===== config.mk =====
export PLATFORM = sky130hd
export DESIGN_NAME = instr_fetch
export DESIGN_NICKNAME = d
export VERILOG_FILES = /design/src/rtl/instr_fetch_pkg.sv /design/src/rtl/instr_fetch_pc_counter.sv /design/src/rtl/instr_fetch.sv
export SDC_FILE = /design/constraint.sdc
export NUM_CORES = 1
export LEC_CHECK = 0
export ABC_AREA = 1
export ABC_CLOCK_PERIOD_IN_PS = 1100
export BUFFER_PORTS_ARGS = -buffer_cell sky130_fd_sc_hd__buf_2
export CAP_MARGIN = 20
export CORE_MARGIN = 2
export CORE_UTILIZATION = 42
export DETAILED_ROUTE_END_ITERATION = 10
export PLACE_DENSITY = 0.74
export SYNTH_ARGS = -nofsm -noshare
export SYNTH_HDL_FRONTEND = slang
export SYNTH_SLANG_ARGS = --single-unit

===== constraint.sdc =====
create_clock -name clk -period 1.1 [get_ports clk]
set_input_delay 0.11 -clock clk [delete_from_list [all_inputs] [get_ports clk]]
set_output_delay 0.11 -clock clk [all_outputs]
set_load 0.005 [all_outputs]

===== src/rtl/instr_fetch_pkg.sv =====
// rtl/instr_fetch_pkg.sv - shared widths, NOP encoding and fetch state enum
package instr_fetch_pkg;

  localparam int PC_W    = 8;
  localparam int INSTR_W = 16;

  localparam logic [INSTR_W-1:0] NOP_INSTR = '0;

  typedef enum logic [1:0] {
    BOOT = 2'd0,
    RUN  = 2'd1,
    HALT = 2'd2
  } fetch_state_e;

endpackage


===== src/rtl/instr_fetch_pc_counter.sv =====
// rtl/instr_fetch_pc_counter.sv - program counter with load, wrapping increment and hold
module pc_counter
  import instr_fetch_pkg::*;
(
  input  logic            clk,
  input  logic            rst_n,
  input  logic            load_i,
  input  logic [PC_W-1:0] load_addr_i,
  input  logic            inc_i,
  output logic [PC_W-1:0] pc_o
);

  logic [PC_W-1:0] pc_q;
  logic [PC_W-1:0] pc_d;

  // Load beats increment; the increment wraps naturally at the register width.
  always_comb begin
    pc_d = pc_q;
    if (load_i) begin
      pc_d = load_addr_i;
    end else if (inc_i) begin
      pc_d = pc_q + PC_W'(1);
    end
  end

  always_ff @(posedge clk) begin
    if (!rst_n) begin
      pc_q <= '0;
    end else begin
      pc_q <= pc_d;
    end
  end

  assign pc_o = pc_q;

endmodule


===== src/rtl/instr_fetch.sv =====
// rtl/instr_fetch.sv - fetch sequencer: drives the ROM address, fills a one-entry IR
module instr_fetch
  import instr_fetch_pkg::*;
(
  input  logic               clk,
  input  logic               rst_n,
  output logic [PC_W-1:0]    pc_out,
  input  logic [INSTR_W-1:0] rom_data,
  output logic [INSTR_W-1:0] ir_out,
  output logic [PC_W-1:0]    ir_pc,
  output logic               ir_valid,
  input  logic               ir_ready,
  input  logic               redirect_valid,
  input  logic [PC_W-1:0]    redirect_addr,
  input  logic               halt_req,
  output logic               halted
);

  fetch_state_e       state_q;
  logic [INSTR_W-1:0] ir_q;
  logic [PC_W-1:0]    ir_pc_q;
  logic               ir_valid_q;
  logic               halted_q;

  logic transfer;
  logic redirect_en;
  logic capture;

  assign transfer    = ir_valid_q & ir_ready;
  assign redirect_en = redirect_valid & (state_q != BOOT);
  // A slot consumed this cycle can be refilled in the same cycle.
  assign capture     = (state_q == RUN) & ~redirect_valid & (~ir_valid_q | transfer);

  pc_counter u_pc_counter (
    .clk         (clk),
    .rst_n       (rst_n),
    .load_i      (redirect_en),
    .load_addr_i (redirect_addr),
    .inc_i       (capture),
    .pc_o        (pc_out)
  );

  always_ff @(posedge clk) begin
    if (!rst_n) begin
      state_q    <= BOOT;
      ir_q       <= NOP_INSTR;
      ir_pc_q    <= '0;
      ir_valid_q <= 1'b0;
      halted_q   <= 1'b0;
    end else begin
      case (state_q)
        BOOT: begin
          state_q <= RUN;
        end
        RUN: begin
          if (redirect_valid) begin
            ir_valid_q <= 1'b0;
          end else begin
            if (capture) begin
              ir_q       <= rom_data;
              ir_pc_q    <= pc_out;
              ir_valid_q <= 1'b1;
            end
            if (halt_req) begin
              state_q  <= HALT;
              halted_q <= 1'b1;
            end
          end
        end
        HALT: begin
          if (redirect_valid) begin
            ir_valid_q <= 1'b0;
            state_q    <= RUN;
            halted_q   <= 1'b0;
          end else if (transfer) begin
            ir_valid_q <= 1'b0;
          end
        end
        default: begin
          state_q <= BOOT;
        end
      endcase
    end
  end

  assign ir_out   = ir_q;
  assign ir_pc    = ir_pc_q;
  assign ir_valid = ir_valid_q;
  assign halted   = halted_q;

endmodule


Yosys cells after proc, flatten, opt, wreduce, memory -nomap -nowiden
Cells that the tools add are included.

word-level totals
  bits in registers = 36
  bits in writable memories = 0
  bits of input ports = 29
  output and inout port bits = 34
  bits in latches = 0
  ROM bits = 0
  word-level logic and storage cells = 44
  memories kept = 0

cells by class
  shifts and indexed selects = 0
  mux-type cells = 15
  order comparisons = 0
  $mul = 0
  eq/ne operators = 7
  add/subtract/negate cells = 1
  reductions and logical operators = 8
  divide/modulo/power cells = 0
  bitwise operators = 7

operators with widths
  kind                   number
  $mux W8                2
  $reduce_and A3 Y1      3
  $add A8 B1 Y8 const B  1
  $mux W1                7
  $mux W2                3
  $ne A2 B2 Y1 const B   3
  $ne A3 B3 Y1 const B   2
  $pmux W2 S3            1
  $reduce_bool A2 Y1     3
  $and A1 B1 Y1          4
  $pmux W1 S2            2
  $reduce_and A4 Y1      1
  $eq A2 B1 Y1 const B   1
  $eq A2 B2 Y1 const B   1
  $logic_not A2 Y1       1
  $not A1 Y1             2
  $or A1 B1 Y1           1

Longest topological paths before layout
Gate-level depths: netlist of the first run.

  word-level depth = 6
  gate-level depth with buffers = 8
  depth with buffers taken out = 8

Cells and area by module
Synthesis of the first run repeated with hierarchy kept, for this count alone.

second synthesis, totals
  cell total of the unflattened synthesis = 210
  area, all modules = 1,560.2 µm²

modules (own cells, without submodules)
  module       instances  area an instance (µm²)  cells an instance  sequential area each (µm²)
  instr_fetch  1          1,071.0                 140                560.5
  pc_counter   1          489.2                   70                 160.2

Worst setup path before layout of the first run
OpenSTA, ideal clock, no wires.

  kind = register to register
  start = register u_pc_counter.pc_q[1], in the netlist u_pc_counter.pc_o[1]
  end = register u_pc_counter.pc_q[6], in the netlist u_pc_counter.pc_o[6]
  library setup time = 0.120 ns
  path buffers = 0
  arrival time = 1.078 ns
  data required time = 0.980 ns
  cell stages (with the launch flop) = 9
  period minus slack after synthesis = 1.198 ns
  setup slack = -0.098 ns
  path through = dfxtp_1 -> ha_1 -> nand2_1 -> nor2_1 -> nand2_1 -> nand2_1 -> nand3_1 -> nand2_1 -> a21oi_1

on the way
  cells in the longest elaborated chain, start to end = 3

ends and longest elaborated chain
  element                 line                          RTL
  start, declared         instr_fetch_pc_counter.sv:13  logic [PC_W-1:0] pc_q;
  start signal, assigned  instr_fetch_pc_counter.sv:30  pc_q <= pc_d;
  $add A8 B1 Y8           instr_fetch_pc_counter.sv:22  pc_d = pc_q + PC_W'(1);
  $mux W8                 instr_fetch_pc_counter.sv:21  end else if (inc_i) begin
  $mux W8                 instr_fetch_pc_counter.sv:19  if (load_i) begin

Every way passes these cells. The select of a mux whose other input is x is not followed.
A chain may end at the register's enable or synchronous reset.

Worst setup path after layout of the first run
  start = register state_q[0]
  end = register u_pc_counter.pc_q[6], in the netlist u_pc_counter.pc_o[6]

on the way
  cells in the longest elaborated chain, start to end = 4
  elaborated cells between the ends (all ways) = 7
  those cells by class = eq/ne: 1; mux: 1; bitwise: 3; reduce/logical: 2

ends and longest elaborated chain
  element                       line               RTL
  start, declared               instr_fetch.sv:19  fetch_state_e state_q;
  start signal, assigned        instr_fetch.sv:45  state_q <= BOOT;
  start signal, assigned        instr_fetch.sv:53  state_q <= RUN;
  start signal, assigned        instr_fetch.sv:65  state_q <= HALT;
  $eq A2 B1 Y1                  instr_fetch.sv:32  assign capture = (state_q == RUN) & ~redirect_valid & (~ir_valid_q | transfer);
  $and A1 B1 Y1 (2 in series)   instr_fetch.sv:32
  $reduce_bool A2 Y1 (no line)  n/a

Several ways; a longest one is shown, not always the timed one.

==> run metrics, run 1 <==
fill cell count 305; Fin. Hold Viols 0; Placement Rows 22; Iter 0 DRT Violations 66; Die ar. 0.00418 mm2; DRT Wirelength 4.01 mm; DRT antenna net count 0; crit path from state_q[0]; Hold EP ir_out[12]; Via-to-Cell Ratio 4.81; max-slew violations 0; total grt overflow 0; CTS tree built; Finish-stage setup viols 25; Nets 321; crit-path cells inv_2, nor2_4, nand3_4, buf_12, a21oi_2, nand2_1, a21oi_1; hold buffers post-CTS 0; final worst-path cycle share 1.09; # IOs 63; DP Wirelength 2.54 mm; outcome finished with violations; Area after DPL 0.00199 mm2; port bufs 62; R2R Path End u_pc_counter.pc_o[6]; worst hold slack 62.0 ps; clock skew after layout 4.92 ps; Worst EP required 1320 ps; synthesized area 0.00155 mm2; Root Driver clkbuf_8; Synth area leader dfxtp_1; clock transition at the registers of the reported paths 70 ps; worst slew pin tran 315 ps; clock sink count 36; leakage power 1.09 nW; drt first pass iters 4; slowest stage delay, CP 360 ps; Initial Util 0.429; Cells after Synth 213; headroom to the max-slew limit 0.789; CTS buffer count 5; Ys Warns 0; Die X-Extent 64.7 um; synthesized flop and latch total 36; first-pass GRT wire length 6.02 mm; placed insts 327; total global-route track usage 0.184; top-area cell type share of the netlist area 0.466; # DRC 0; synth top area cells dfxtp_1, nor2_1, nand2_1; number of global-route vias before repair 1391; R2R depth 7; worst reg-to-reg setup slack -100 ps; worst min-delay path category input port to register; violated checks negative setup slack; worst hold stages 3; Finished Layout Cells 340; Pwr Density 1330 mW/mm2; setup ws final -101 ps; Inserted Diodes 0; Startpoint Class register; Crit Path Class register to register; initial antenna violation count 0; unrepaired setup endpoints after global routing true; area occupied by multi-input gates 825 um2; register area 729 um2; Die H 64.7 um; placer's final routability congestion estimate 0.774; Hold Crit Start rom_data[12]; Via Count 1637; sequential share of the synthesized area 0.466; pre-CTS WS -73.4 ps; crit path max fanout 15; WL per Instance 11.8 um; Worst EP arrival 1420 ps; slowest CP cell dfxtp_2; layout cells sized above 1 0.452; worst reg2reg startpoint state_q[0]; f_max 0.833 GHz; Cell variety after synth 22; H-Tree Depth 2; CTS Buffer Depth 2; Peak VDD IR 0.579 mV; pin count of the biggest net entering global routing 30; CORE AREA 0.00361 mm2; Syn Area/Cell 7.25 um2; crit end category register; Util after Layout 0.645; Tmin final 1200 ps; Synthesized Nets 243; crit path buf inv count 2; Design Area, Final 0.00232 mm2; CP delay by family, top flip-flops; max cap viols 0; area grow syn2layout 50.4%; clk_lat worst skew 280 ps
synth_stat cells:
| library cell | number |
|---|---|
| nand2_1 | 30 |
| inv_2 | 2 |
| nand3_1 | 16 |
| nor3_1 | 2 |
| dfxtp_1 | 36 |
| nand4_1 | 1 |
| inv_1 | 13 |
| or2_2 | 2 |
| buf_6 | 3 |
| buf_4 | 3 |
| nor2_4 | 1 |
| o21ai_0 | 21 |
| a21oi_1 | 21 |
| ha_1 | 1 |
| a31oi_1 | 1 |
| o21ai_2 | 1 |
| clkinv_1 | 1 |
| o21ai_1 | 8 |
| nor2_1 | 44 |
| buf_2 | 3 |
| nand3_2 | 1 |
| clkbuf_1 | 2 |
per-layer routing:
layer | GRT usage | vias up | share of wire
met1 | 0.236 | 716 | 0.45
met3 | 0.0556 | 5 | 0.071
li1 | - | 852 | -
met4 | 0.0718 | 0 | 0.0085
met2 | 0.290 | 64 | 0.47
met5 | 0 | - | 0
layout by cell type, fill, tap and decap left out:
cell type	synthesis	final
a21oi_2	0	4
dfxtp_2	0	4
o21ai_1	8	12
nand2_1	30	27
o21ai_0	21	11
buf_12	0	4
nor2_4	1	8
inv_2	2	2
nand2_2	0	3
buf_6	3	2
clkbuf_8	0	6
clkinv_1	1	1
inv_1	13	12
a21oi_4	0	1
dfxtp_4	0	1
nand3_4	0	1
buf_2	3	62
a21oi_1	21	16
ha_1	1	1
clkinv_4	0	1
nor3_1	2	2
a31oi_1	1	1
clkbuf_16	0	2
nand4_1	1	1
nand3_1	16	15
dfxtp_1	36	31
buf_4	3	12
o21ai_2	1	7
nor2_1	44	30
nor2_2	0	7
nand3_2	1	1
clkinv_2	0	2
or2_2	2	2
worst register-to-register path, delay by kind of cell, from the launching register on:
kind	cells	cell delay [ps]
AO/OA/AOI/OAI	2	240
flip-flops	1	360
AND/OR/NAND/NOR	3	300
buffers and inverters	2	240
sequential cells by signal, summed over array words and instances, names as in the netlist:
signal,count
ir_out,16
halted,1
u_pc_counter.pc_o,8
state_q,2
ir_valid,1
ir_pc,8
worst max-delay path by stage:
stage	depth (start not counted)	slack, ps	end
floorplan	7	-8	ir_out[0]
global placement	5	-40	u_pc_counter.pc_o[3]
detailed placement	5	-70	u_pc_counter.pc_o[3]
CTS	8	-70	u_pc_counter.pc_o[4]
global route	8	-200	u_pc_counter.pc_o[4]
finish	7	-100	u_pc_counter.pc_o[6]
where the power goes:
part           internal, mW  switching [mW]  leakage, nW
sequential             1.40          0.0657        0.297
clock                 0.500           0.465       0.0510
combinational         0.336           0.336        0.737
logic make-up (layout without fill, tap and decap cells):
kind of cell | Yosys count | count (layout) | share of synthesized area
adder cells (fa/ha/maj) | 1 | 1 | 0.00810
AO/OA/AOI/OAI | 52 | 52 | 0.172
AND/OR/NAND/NOR | 97 | 97 | 0.264
buffers and inverters | 27 | 106 | 0.0899
flip-flops | 36 | 36 | 0.466
area by class of cell:
cell class / count / area share
Clock buffer: 6 / 0.0355
Clock inverter: 2 / 0.00431
Inverter: 16 / 0.0280
Multi-Input combinational cell: 150 / 0.355
Sequential cell: 36 / 0.314
Tap cell: 48 / 0.0258
Timing Repair Buffer: 82 / 0.238
timing repair:
item / 4_1_cts / 5_1_grt
resized for setup: 16 / 44
pin swaps: 0 / 9
setup endpoints to repair: 29 / 34
buffers inserted: 1 / 2
cloned: 1 / 2
through the flow:
stage	setup TNS (ps)	power, mW
after floorplan	-60.7	1.78
after global placement	-283	2.01
after detailed placement	-725	2.02
after CTS	-569	3.02
after global routing	-4390	3.27
final	-1360	3.10
Note: power is estimated with default switching activity, not from simulation.
==> run 2, diff against run 1 <==
--- a/config.mk
+++ b/config.mk
@@ -5,7 +5,7 @@
 export SDC_FILE = /design/constraint.sdc
 export NUM_CORES = 1
 export LEC_CHECK = 0
-export ABC_AREA = 1
+export ABC_AREA = 0
 export ABC_CLOCK_PERIOD_IN_PS = 1100
 export BUFFER_PORTS_ARGS = -buffer_cell sky130_fd_sc_hd__buf_2
 export CAP_MARGIN = 20
==> run metrics, run 2 <==
outcome finished with violations; violated checks negative setup slack; drt first pass iters 4 (unchanged); crit-path cells and2b_2, buf_4, buf_6, buf_6, a21oi_2, o21ai_1, and2_1; leakage power 1.02 nW (-5.6%); placer's final routability congestion estimate 0.778 (+0.54%); WL per Instance 12.7 um (+7.8%); total grt overflow 0 (unchanged); asr flop ratio synth 0 (unchanged); headroom to the max-slew limit 0.770 (-0.0181); setup ws final -266 ps (-165 ps); R2R Path End halted; Pwr Density 1160 mW/mm2 (-13%); Initial Util 0.448 (+0.0191); Worst EP required 1350 ps (+30 ps); slowest stage delay, CP 370 ps (about the same); initial antenna violation count 0 (unchanged); slowest CP cell dfxtp_4; commonest cells after routing, fill and taps aside buf_2, nand2_1, buf_4, dfxtp_1, a21boi_0; worst reg2reg startpoint state_q[0]; Startpoint Class register; Iter 0 DRT Violations 53 (-20%); worst min-delay path category input port to register; pre-CTS WS -310 ps (-236 ps); CTS buffer count 5 (unchanged); Design Area, Final 0.00236 mm2 (+1.7%); port bufs 62 (unchanged); Crit Path Class register to register; Ys Warns 0 (unchanged); R2R depth 7 (unchanged); fill cell count 291 (-4.6%); synth top area cells dfxtp_1, nand2_1, a21boi_0; pin count of the biggest net entering global routing 23 (-23%); crit path max fanout 5 (-10); top-area cell type share of the netlist area 0.471 (+0.00496); max cap viols 0 (unchanged); Syn Area/Cell 8.40 um2 (+16%); Cell variety after synth 33 (+50%); worst hold stages 3 (unchanged); worst slew pin tran 344 ps (+29.1 ps); Nets 308 (-4.0%); synthesized flop and latch total 36 (unchanged); clock transition at the registers of the reported paths 100 ps (+30 ps); Die X-Extent 64.3 um (-0.49%); part of the power in the clock network 0.266 (-0.045); Die ar. 0.00414 mm2 (-0.99%); Via-to-Cell Ratio 4.91 (+1.9%); Root Driver clkbuf_4; synthesized area 0.00153 mm2 (-1.1%); crit end category register; Synthesized Nets 212 (-13%); max-slew violations 0 (unchanged); Hold Crit Start rom_data[3]; layout cells sized above 1 0.459 (+0.00673); DRT Wirelength 4.13 mm (+3.0%); crit path buf inv count 3 (+1); clk_lat worst skew 340 ps (+60 ps); clock sink count 36 (unchanged); # DRC 0 (unchanged); worst reg-to-reg setup slack -270 ps (-160 ps); Synth top cells by count nand2_1, dfxtp_1, a21boi_0, o21ai_0, a21oi_1; first-pass GRT wire length 6.18 mm (+2.8%); Via Count 1595 (-2.6%); Area after DPL 0.00210 mm2 (+5.3%); Cells after Synth 182 (-15%); Finished Layout Cells 325 (-4.4%); top_reg_cell synth dfxtp_1; total global-route track usage 0.190 (+0.00566); Inserted Diodes 0 (unchanged); Finish-stage setup viols 34 (+36%); Comb pwr share 0.210 (-0.006); CP delay by family, top simple AND/OR/NAND/NOR gates; Placement Rows 21 (-4.5%); sequential share of the synthesized area 0.471 (+0.00496); H-Tree Depth 2 (unchanged); # IOs 63 (unchanged); Tmin final 1370 ps (+165 ps); Worst EP arrival 1610 ps (+190 ps); Fin. Hold Viols 0 (unchanged); worst hold slack 4.35 ps (-57.6 ps); area grow syn2layout 54.6%; Synth area leader dfxtp_1; Int Pwr 2.01 mW (-10%); max reg flops 16 (unchanged); switch share 0.266 (-0.0135); cell mode on critical path buf_6; DP Wirelength 2.64 mm (+3.8%); number of flops mapped to enable cells by yosys 0 (unchanged); clock skew after layout 7.73 ps (+2.81 ps); Die H 64.3 um (-0.49%); CTS Buffer Depth 2 (unchanged); unrepaired setup endpoints after global routing true; Hold EP ir_out[3]; CTS tree built; f_max 0.732 GHz (-12%); switching pwr 728 uW (-16%); Peak VDD IR 0.703 mV (+22%); Reg power frac 0.523 (+0.050); number of global-route vias before repair 1425 (+2.4%); final worst-path cycle share 1.24 (+0.150); CORE AREA 0.00342 mm2 (-5.3%); count leader, synth nand2_1; DRT antenna net count 0 (unchanged); most common cell after layout, fill and taps aside buf_2; placed insts 307 (-6.1%)
run 2: changes by cell type in the layout (fill, tap and decap cells not counted), sizes merged, moves of 12 or more:
cell and delta:
o21ai -18, nor2 -45, inv -12, nand2 +26
nand3 -14, buf +17, a21oi -12, a21boi +24
run 2: cell families (layout without fill, tap and decap cells):
logic type               Yosys count  after routing  share of synthesized area
XOR/XNOR                           5              5                     0.0286
multiplexers                       1              1                    0.00736
buffers and inverters             12            109                     0.0344
AO/OA/AOI/OAI                     49             49                      0.204
adder cells (fa/ha/maj)            1              1                    0.00818
flip-flops                        36             36                      0.471
AND/OR/NAND/NOR                   78             78                      0.246
run 2: worst max-delay path by stage:
stage / startpoint / endpoint / slack (ps) / depth (start not counted)
floorplan: state_q[0] / u_pc_counter.pc_o[7] / -310 / 5
global placement: u_pc_counter.pc_o[5] / u_pc_counter.pc_o[7] / -250 / 4
detailed placement: u_pc_counter.pc_o[5] / u_pc_counter.pc_o[7] / -310 / 4
CTS: state_q[0] / u_pc_counter.pc_o[7] / -230 / 4
global route: state_q[0] / u_pc_counter.pc_o[7] / -310 / 4
finish: state_q[0] / halted / -270 / 7
run 2: repair_timing:
action | 4_1_cts | 5_1_grt
pin swaps | 7 | 7
gates resized for setup | 17 | 10
hold buffers | 1 | 0
endpoints found under the hold margin | 1 | 0
gates cloned | 0 | 1
setup endpoints to repair | 35 | 36
setup buffers | 5 | 3
run 2: stage by stage:
step                      TNS (ps)  power (mW)   util
after floorplan              -4680        1.68      -
after global placement       -6070        1.93  0.615
after detailed placement     -6990        1.94  0.615
after CTS                    -5310        2.70  0.662
after global routing         -8410        2.88  0.692
final                        -5810        2.74  0.692
run 2: power groups by stage:
stage | Combinational [mW] | Sequential (mW) | Clock (mW)
final | 0.577 | 1.43 | 0.730
after global routing | 0.635 | 1.44 | 0.802
after CTS | 0.523 | 1.43 | 0.748
after detailed placement | 0.482 | 1.46 | 0
after global placement | 0.478 | 1.46 | 0
after floorplan | 0.210 | 1.47 | 0
run 2: layout make-up:
type | count | area, um2 | share of cell area
repair buffers | 99 | 657 | 0.278
multi-input cells | 134 | 840 | 0.355
flip-flops and latches | 36 | 741 | 0.313
clock buffers | 8 | 58.8 | 0.0249
inverters | 2 | 10.0 | 0.00424
well taps | 46 | 57.6 | 0.0244
run 2: layer usage:
metal  part of all wire  routed length (um)  vias up  track usage
li1                   -                   -      806            -
met1               0.44                1800      723        0.231
met2               0.49                2020       56        0.313
met3              0.057                 236       10       0.0528
met4              0.019                  77        0       0.0824
met5                  0                   0        -            0
run 2: tightest hold or removal path, cell delays in order:
cell      delay [ps]
buf_2             90
nand2_1           40
a21boi_0          60
==> run 3, diff against run 2 <==
--- a/config.mk
+++ b/config.mk
@@ -13,6 +13,7 @@
 export CORE_UTILIZATION = 42
 export DETAILED_ROUTE_END_ITERATION = 10
 export PLACE_DENSITY = 0.74
+export SKIP_LAST_GASP = 1
 export SYNTH_ARGS = -nofsm -noshare
 export SYNTH_HDL_FRONTEND = slang
 export SYNTH_SLANG_ARGS = --single-unit
==> constraint.sdc (replaced) <==
create_clock -name clk -period 1.1 [get_ports clk]
set_input_delay 0.11 -clock clk [delete_from_list [all_inputs] [get_ports clk]]
set_output_delay 0.11 -clock clk [all_outputs]
set_load 0.05 [all_outputs]
==> run metrics, run 3 (synthesis results as in run 2) <==
outcome finished with violations; violated checks negative setup slack; final worst-path cycle share 1.27 (+0.0259); total grt overflow 0 (unchanged); layout cells sized above 1 0.477 (+0.0180); DRT antenna net count 0 (unchanged); crit end category register; total global-route track usage 0.239 (+0.0494); Finished Layout Cells 348 (+7.1%); Via-to-Cell Ratio 4.99 (+1.6%); CORE AREA 0.00342 mm2 (unchanged); CP delay by family, top simple AND/OR/NAND/NOR gates; clock transition at the registers of the reported paths 110 ps (about the same); grt met3 use 0.0563 (+0.00352); crit path max fanout 3 (-2); crit-path cells and2b_2, nand3_4, or4_1, a31oi_1; met1 usage 0.282 (+0.0505); Die ar. 0.00414 mm2 (unchanged); # DRC 0 (unchanged); slowest CP cell or4_1; Pwr Density 1170 mW/mm2 (+0.73%); Die X-Extent 64.3 um (unchanged); f_max 0.717 GHz (-2.0%); clock skew after layout 5.24 ps (-2.48 ps); Startpoint Class register; number of global-route vias before repair 1727 (+21%); Initial Util 0.448 (unchanged); R2R depth 4 (-3); worst hold stages 3 (unchanged); Placement Rows 21 (unchanged); placed insts 309 (+0.65%); placer's final routability congestion estimate 0.814 (+4.6%); Nets 331 (+7.5%); leakage power 1.16 nW (+14%); worst min-delay path category input port to register; max reg flops 16 (unchanged); area grow syn2layout 79.1%; worst slew pin tran 404 ps (+59.4 ps); worst reg2reg startpoint state_q[0]; met2 Track Usage GR 0.417 (+0.104); pin count of the biggest net entering global routing 27 (+17%); WL per Instance 14.6 um (+15%); Inserted Diodes 0 (unchanged); CTS Buffer Depth 2 (unchanged); Via Count 1736 (+8.8%); Tmin final 1390 ps (+28.5 ps); H-Tree Depth 2 (unchanged); crit path buf inv count 0 (-3); slowest stage delay, CP 510 ps (+140 ps); headroom to the max-slew limit 0.731 (-0.0396); Root Driver clkbuf_4; Peak VDD IR 0.749 mV (+6.6%); commonest cells after routing, fill and taps aside nand2_1, buf_2, buf_4, dfxtp_1; most common cell after layout, fill and taps aside nand2_1; drt first pass iters 4 (unchanged); Hold Crit Start rom_data[10]; unrepaired setup endpoints after global routing true; clock sink count 36 (unchanged); Iter 0 DRT Violations 89 (+68%); Worst EP arrival 1670 ps (+60 ps); max cap viols 0 (unchanged); Fin. Hold Viols 0 (unchanged); setup ws final -294 ps (-28.5 ps); fill cell count 224 (-23%); CTS buffer count 5 (unchanged); max-slew violations 0 (unchanged); Crit Path Class register to register; setup TNS -6340 ps (-529 ps); Finish-stage setup viols 39 (+15%); clk_lat worst skew 350 ps (about the same); CTS tree built; DRT Wirelength 5.07 mm (+23%); CP Depth 4 (-3); crit path from state_q[0]; DP Wirelength 2.87 mm (+8.9%); Worst EP required 1370 ps (+20 ps); Die H 64.3 um (unchanged); port bufs 62 (unchanged); GRT Max-Usage Layer met2; initial antenna violation count 0 (unchanged); # IOs 63 (unchanged); first-pass GRT wire length 7.70 mm (+25%)
[run 3: cell types whose count changed in the layout (fill, tap and decap cells not counted), moves of 3 or more]
cell           delta
nand2b_4          +3
buf_8             +7
a21boi_1         +21
buf_2            -29
buf_4             +3
nand2b_1          -3
dfxtp_4           +4
clkbuf_4         +19
a21boi_0         -21
buf_6            +11
dlygate4sd3_1    +15
[run 3: worst reg2reg max path, delay by kind of cell, from the launching register on]
kind               cells  cell delay, ps
and+or+nand+nor        3             800
AOI/OAI and AO/OA      1             160
DFF                    1             360
[run 3: final timing paths]
path | slack (ps) | end
worst min register to register | 460 | ir_out[6]
worst max register to register | -290 | u_pc_counter.pc_o[7]
worst max-delay path | -290 | u_pc_counter.pc_o[7]
worst min-delay path | 20 | ir_out[10]
[run 3: cell type report]
| type | instances | area [um2] | area share |
|---|---|---|---|
| timing repair buffer | 122 | 991 | 0.362 |
| multi-input combinational | 134 | 865 | 0.316 |
| sequential | 36 | 753 | 0.275 |
| tap | 46 | 57.6 | 0.0210 |
| clock buffer | 7 | 55.1 | 0.0201 |
| inverter | 2 | 10.0 | 0.00366 |
| clock inverter | 1 | 6.26 | 0.00229 |
[run 3: what timing repair did]
item,in CTS,in global routing
hold endpoints to repair,15,1
resized for setup,37,40
cloned,2,0
hold buffers,15,1
setup endpoints to repair,44,63
setup buffers,8,7
pin swaps,8,7
[run 3: report_power, final]
group / total [mW] / internal [mW] / switching [mW]
clock network: 0.786 / 0.315 / 0.471
registers: 1.43 / 1.38 / 0.0573
logic: 0.978 / 0.442 / 0.536
total: 3.20 / 2.13 / 1.06
[run 3: metal layers]
| layer | routed length (um) | up-vias | share of wire |
|---|---|---|---|
| li1 | - | 855 | - |
| met2 | 2750 | 59 | 0.54 |
| met4 | 55 | 0 | 0.011 |
| met5 | 0 | - | 0 |
| met1 | 2040 | 816 | 0.40 |
| met3 | 228 | 6 | 0.045 |
[run 3: per-stage QoR]
| step | setup WS (ps) | hold slack (ps) | util | cell area [um2] | total power, mW |
|---|---|---|---|---|---|
| floorplan | -328 | 185 | - | 1620 | 1.93 |
| global placement | -217 | 325 | 0.631 | 2150 | 2.18 |
| detailed placement | -267 | 323 | 0.631 | 2150 | 2.19 |
| CTS | -228 | 0.464 | 0.752 | 2570 | 3.09 |
| global route | -312 | 13.8 | 0.801 | 2740 | 3.33 |
| finish | -294 | 18.2 | 0.801 | 2740 | 3.20 |
